$ cat config.mk
export PLATFORM = sky130hd
export DESIGN_NAME = sram_arbiter
export DESIGN_NICKNAME = d
export VERILOG_FILES = /design/src/rtl/sram_arbiter.sv
export SDC_FILE = /design/constraint.sdc
export NUM_CORES = 1
export LEC_CHECK = 0
export CAP_MARGIN = 10
export CORE_ASPECT_RATIO = 1.1
export CORE_MARGIN = 1
export CORE_UTILIZATION = 34
export CTS_CLUSTER_DIAMETER = 100
export CTS_CLUSTER_SIZE = 20
export DETAILED_ROUTE_END_ITERATION = 8
export PLACE_DENSITY = 0.81
export SYNTH_ARGS = -nofsm -noshare
export SYNTH_HDL_FRONTEND = slang
export SYNTH_SLANG_ARGS = --single-unit
$ cat constraint.sdc
create_clock -name clk -period 2.05 [get_ports clk]
set_input_delay 0.41 -clock clk [delete_from_list [all_inputs] [get_ports clk]]
set_output_delay 0.41 -clock clk [all_outputs]
set_load 0.01 [all_outputs]
$ cat src/rtl/sram_arbiter.sv
// Two-port round-robin arbiter in front of a single-port SRAM macro, with a
// drain/retention sleep sequence. Read data returns two cycles after the grant.
module sram_arbiter #(
  parameter int          DATA_W  = 32,
  parameter int          ADDR_W  = 10,
  parameter logic [2:0]  EMA_VAL = 3'b010
) (
  input  logic              clk,
  input  logic              rst,
  input  logic              p0_req,
  input  logic              p0_we,
  input  logic [ADDR_W-1:0] p0_addr,
  input  logic [DATA_W-1:0] p0_wdata,
  output logic              p0_gnt,
  output logic              p0_rvalid,
  output logic [DATA_W-1:0] p0_rdata,
  input  logic              p1_req,
  input  logic              p1_we,
  input  logic [ADDR_W-1:0] p1_addr,
  input  logic [DATA_W-1:0] p1_wdata,
  output logic              p1_gnt,
  output logic              p1_rvalid,
  output logic [DATA_W-1:0] p1_rdata,
  output logic              sram_cen_n,
  output logic              sram_wen_n,
  output logic [ADDR_W-1:0] sram_addr,
  output logic [DATA_W-1:0] sram_d,
  input  logic [DATA_W-1:0] sram_q,
  output logic [2:0]        sram_ema,
  output logic              sram_retn,
  input  logic              sleep_req,
  output logic              sleep_ack
);

  typedef enum logic [1:0] {RUN = 2'd0, DRAIN = 2'd1, SLEEP = 2'd2, WAKE = 2'd3} state_t;

  state_t            r_state, w_next;
  logic              r_last;        // 1: port 1 was granted most recently
  logic              r_cen_n, r_wen_n;
  logic [ADDR_W-1:0] r_addr;
  logic [DATA_W-1:0] r_d;
  logic [1:0]        r_rd_pipe;     // [0] read at macro, [1] read data on sram_q
  logic [1:0]        r_port_pipe;

  logic              w_gnt0, w_gnt1, w_any, w_we, w_inflight;
  logic [ADDR_W-1:0] w_addr;
  logic [DATA_W-1:0] w_wdata;

  always_ff @(posedge clk or negedge rst) begin
    if (!rst) r_state <= RUN;
    else      r_state <= w_next;
  end

  assign w_inflight = ~r_cen_n | r_rd_pipe[1];

  always_comb begin
    w_next = r_state;
    case (r_state)
      RUN:     if (sleep_req)   w_next = DRAIN;
      DRAIN:   if (!w_inflight) w_next = SLEEP;
      SLEEP:   if (!sleep_req)  w_next = WAKE;
      default:                  w_next = RUN;
    endcase
  end

  // sleep_req wins over pending requests, so no grant in the cycle it rises
  always_comb begin
    w_gnt0    = 1'b0;
    w_gnt1    = 1'b0;
    sram_retn = (r_state != SLEEP);
    sleep_ack = (r_state == SLEEP);
    if (r_state == RUN && !sleep_req) begin
      w_gnt0 = p0_req & (~p1_req | r_last);
      w_gnt1 = p1_req & (~p0_req | ~r_last);
    end
  end

  assign p0_gnt  = w_gnt0;
  assign p1_gnt  = w_gnt1;
  assign w_any   = w_gnt0 | w_gnt1;
  assign w_we    = w_gnt1 ? p1_we    : p0_we;
  assign w_addr  = w_gnt1 ? p1_addr  : p0_addr;
  assign w_wdata = w_gnt1 ? p1_wdata : p0_wdata;

  always_ff @(posedge clk or negedge rst) begin
    if (!rst) begin
      r_last      <= 1'b1;
      r_cen_n     <= 1'b1;
      r_wen_n     <= 1'b1;
      r_addr      <= '0;
      r_d         <= '0;
      r_rd_pipe   <= '0;
      r_port_pipe <= '0;
    end else begin
      r_cen_n     <= ~w_any;
      r_wen_n     <= ~(w_any & w_we);
      r_rd_pipe   <= {r_rd_pipe[0], w_any & ~w_we};
      r_port_pipe <= {r_port_pipe[0], w_gnt1};
      if (w_any) begin
        r_last <= w_gnt1;
        r_addr <= w_addr;
        r_d    <= w_wdata;
      end
    end
  end

  assign sram_cen_n = r_cen_n;
  assign sram_wen_n = r_wen_n;
  assign sram_addr  = r_addr;
  assign sram_d     = r_d;
  assign sram_ema   = EMA_VAL;

  assign p0_rvalid = r_rd_pipe[1] & ~r_port_pipe[1];
  assign p1_rvalid = r_rd_pipe[1] &  r_port_pipe[1];
  assign p0_rdata  = p0_rvalid ? sram_q : '0;
  assign p1_rdata  = p1_rvalid ? sram_q : '0;

endmodule

==> results <==
cell families after synthesis:
group | after synthesis
AOI/OAI and AO/OA | 133
buffers and inverters | 90
and+or+nand+nor | 78
DFF | 51
adders and majority gates | 3
other | 2
muxes | 1
cells in the final DEF, fill, tap and decap left out, types with 2 or more instances in the layout:
cell,synthesis,layout
and2_1,33,33
and3_1,33,33
clkbuf_8,0,5
o2111ai_1,42,42
clkinv_2,0,3
buf_4,3,12
buf_2,6,2
dlymetal6s2s_1,0,11
dfstp_2,3,3
o21ai_1,6,6
dfrtp_1,48,47
o21ai_0,37,37
inv_1,46,46
dlygate4sd2_1,0,35
nor2_1,3,2
conb_1,2,3
nand2_1,2,2
diode_2,0,2
nand2b_1,2,2
clkbuf_2,1,2
clkdlybuf4s50_1,0,186
buf_12,0,5
ha_1,3,3
o211ai_1,42,42
layout make-up:
| type | instances | share of cell area |
|---|---|---|
| clock inverters | 3 | 0.002620 |
| repair buffers | 254 | 0.4434 |
| clock buffers | 5 | 0.01201 |
| flip-flops and latches | 51 | 0.2235 |
| well taps | 114 | 0.02489 |
| multi-input cells | 218 | 0.2620 |
| diodes | 2 | 0.0008732 |
| inverters | 47 | 0.03078 |
what timing repair did:
item	4_1_cts	5_1_grt
cloned	0	1
resized for setup	43	16
setup endpoints to repair	68	34
metal layers:
metal / global-route usage / share of wire
met5: 0 / 0.0033
met4: 0.09231 / 0.026
met3: 0.06858 / 0.070
met2: 0.4346 / 0.50
met1: 0.2816 / 0.40
per-stage QoR:
step                      cells    util  setup TNS [ns]  hold WS [ns]  power (uW)
final                       694  0.6394               0        0.1218        4961
after detailed placement    683  0.6267          -2.906        0.3450        4443
after CTS                   691  0.6330       -0.005183        0.1393        4977
after floorplan             359       -               0        0.1144        2905
after global routing        692  0.6389        -0.03515        0.1498        5285
after global placement      683  0.6267          -2.088        0.3331        4347
cells in the mapped netlist:
library cell  count
a21boi_0          1
a221oi_2          1
a2bb2oi_1         1
a31oi_1           1
and2_1           33
and2b_1           1
and3_1           33
and3b_1           1
buf_1             3
buf_2             6
buf_4             3
buf_6             5
clkbuf_1         25
clkbuf_2          1
conb_1            2
dfrtp_1          48
dfstp_2           3
ha_1              3
inv_1            46
inv_2             1
mux2_1            1
nand2_1           2
nand2_2           1
nand2b_1          2
nor2_1            3
nor2b_1           1
nor3_1            1
o2111ai_1        42
o211a_1           1
o211ai_1         42
o21ai_0          37
o21ai_1           6
o21bai_1          1
report_power, final:
group          switching, uW  internal (uW)  leakage [uW]
clock                    328            235     0.0000477
sequential               231           1440      0.000636
combinational           1300           1430       0.00213
total                   1850           3110       0.00281
flip-flops by register name, indices dropped and copies added (netlist names):
register,flops
r_last,1
r_port_pipe,2
r_rd_pipe,2
r_state,2
sram_addr,10
sram_cen_n,1
sram_d,32
sram_wen_n,1
worst max-delay path, cell delays in order:
cell and delay, ns:
clkdlybuf4s50_1 0.48, and3_1 0.18, clkdlybuf4s50_1 0.53
how the worst max path moves through the flow:
stage	from	slack, ns	endpoint
floorplan	r_state[0]$_DFFE_PN0P_	0.35	p0_gnt
global placement	sleep_req	-0.24	p1_gnt
detailed placement	sleep_req	-0.25	p1_gnt
CTS	r_port_pipe[1]$_DFF_PN0_	-0.005	p0_rvalid
global route	r_rd_pipe[1]$_DFF_PN0_	-0.007	p1_rdata[13]
finish	sram_q[27]	0.04	p1_rdata[27]
==> run summary <==
## Status
* finished, final reports clean — status

## Timing
* 2.007 ns — shortest clock period the worst path allows after layout
* 498.2 MHz — Max Clock Freq
* 0 — number of setup violations in the final report
* 0.9791 — Final period util
* 0.8673 ns — worst slew pin tran
* 0.04290 ns — setup ws final
* 0.4212 — Relative slew margins
* 0 — Final Hold Vio Count
* 0 — Final Max Slew Viols
* 0.01073 ns — Clock Skew

## Setup path
* in -> out — start-to-end type of the worst setup path
* output port — type of element capturing the critical path
* 1.60 ns — signal arrival time at the worst endpoint
* primary input — Worst setup SP type
* 0.17 ns — r2r setup slk
* sram_d[18]$_DFFE_PN0P_ — endpoint of the worst-slack reg-to-reg timing path
* 1.64 ns — Worst EP required
* 7 — depth of the most critical reg-to-reg path
* 2 — crit path max fanout
* r_state[0]$_DFFE_PN0P_ — worst reg2reg startpoint

## Global route
* 4 — number of antenna violations at the first check in global routing
* 0.2453 — total global routing track utilization
* 0 — GR Overflow Total
* 43 — largest net degree at the start of global routing
* 18030 um — wire length of the first global-routing pass
* 3523 — number of global-route vias before repair

## Clock tree
* 0.30 ns — insertion delay of the later-clocked pin in the worst-skew pair
* yes — clock tree from TritonCTS
* 0 — Post-CTS Setup Bufs
* 51 — Num Clock Sinks
* 0 — count of hold-fix buffers inserted at cts
* 5 — Num CTS Buffers
* 2 — level count of the clock H-tree
* 2 — maximum buffer depth of the clock tree
* clkbuf_8 — root buf cell
* 0.09 ns — register clock-pin slew on the reported worst setup and hold paths

## Die
* 0.3529 — initial core utilization
* 0.009693 mm^2 — die area
* 240 — boundary pin count
* 103.2 um — die outline height
* 36 — number of core rows
* 93.97 um — Die Span X
* 0.008964 mm^2 — CORE AREA

## Drt
* 17.97 um — per-cell routed wire length
* 136 — first-iteration detailed-routing DRC count
* 5.362 — routed via count divided by cell count
* 0 — post-detailed-route count of antenna-violating nets
* 12470 um — DRT Wirelength
* 0 — total DRC errors in the routed layout
* 3721 — via total after detailed routing
* 4 — number of search-and-repair iterations in the first detailed-routing pass

## Synth
* 8.835 um^2 — Post-Synthesis Mean Instance Area
* 0.003163 mm^2 — cell area after synthesis
* compound AO/OA/AOI/OAI gates — largest family of logic cells by synthesized area
* 358 — number of instances in the synthesized netlist
* 51 — flops & latches, synth
* 0.3797 — fraction of synthesized cell area taken by the top area cell type
* 33 — library cells used by synthesis
* 0.4047 — sequential cell area fraction in the yosys report
* dfrtp_1 — cell taking the most area after synthesis
* dfrtp_1 38%, o2111ai_1 12%, o211ai_1 10% — leading post-synthesis cells by cell area
* 0.1511 — fraction of the mapped netlist area in simple logic gates
* 0 — number of warnings reported in the yosys synthesis log
* 0.003560 — multiplexer fraction of the synthesized cell area
* 0.01187 — Adder-Cell Fraction of Synth Area
* 0 — area share of xor/xnor cells in the synthesized design
* 0.3014 — compound-gate portion of the synthesized area

## Place
* -0.2510 ns — worst setup timing slack at the placement stage
* 0.7953 — final weighted congestion in routability-driven placement
* 236 — PortBufs
* 0.005618 mm^2 — area after detailed placement
* 9285 um — DPL Wire Length

## Final layout
* 0.005732 mm^2 — final design area excluding fillers
* 0.001501 mm^2 — area of combinational cells with multiple inputs
* 748 — fill cell total of the finished layout
* 703 — net count reported at finish
* 0.06747 — share of cells above drive strength 1
* 81.21% — signed area change from the synthesized netlist to the final layout
* 0.001281 mm^2 — sequential cell area

## Min path
* in -> async — type of the tightest min-delay check

## Pwr
* 0.0005125 V — worst-case vdd ir drop
* 865.6 mW/mm^2 — cell area power density
* 0.002810 uW — standby leakage power

## Job
* 0 — number of maximum-capacitance constraint violations

Power figures use the tool's default switching activity.
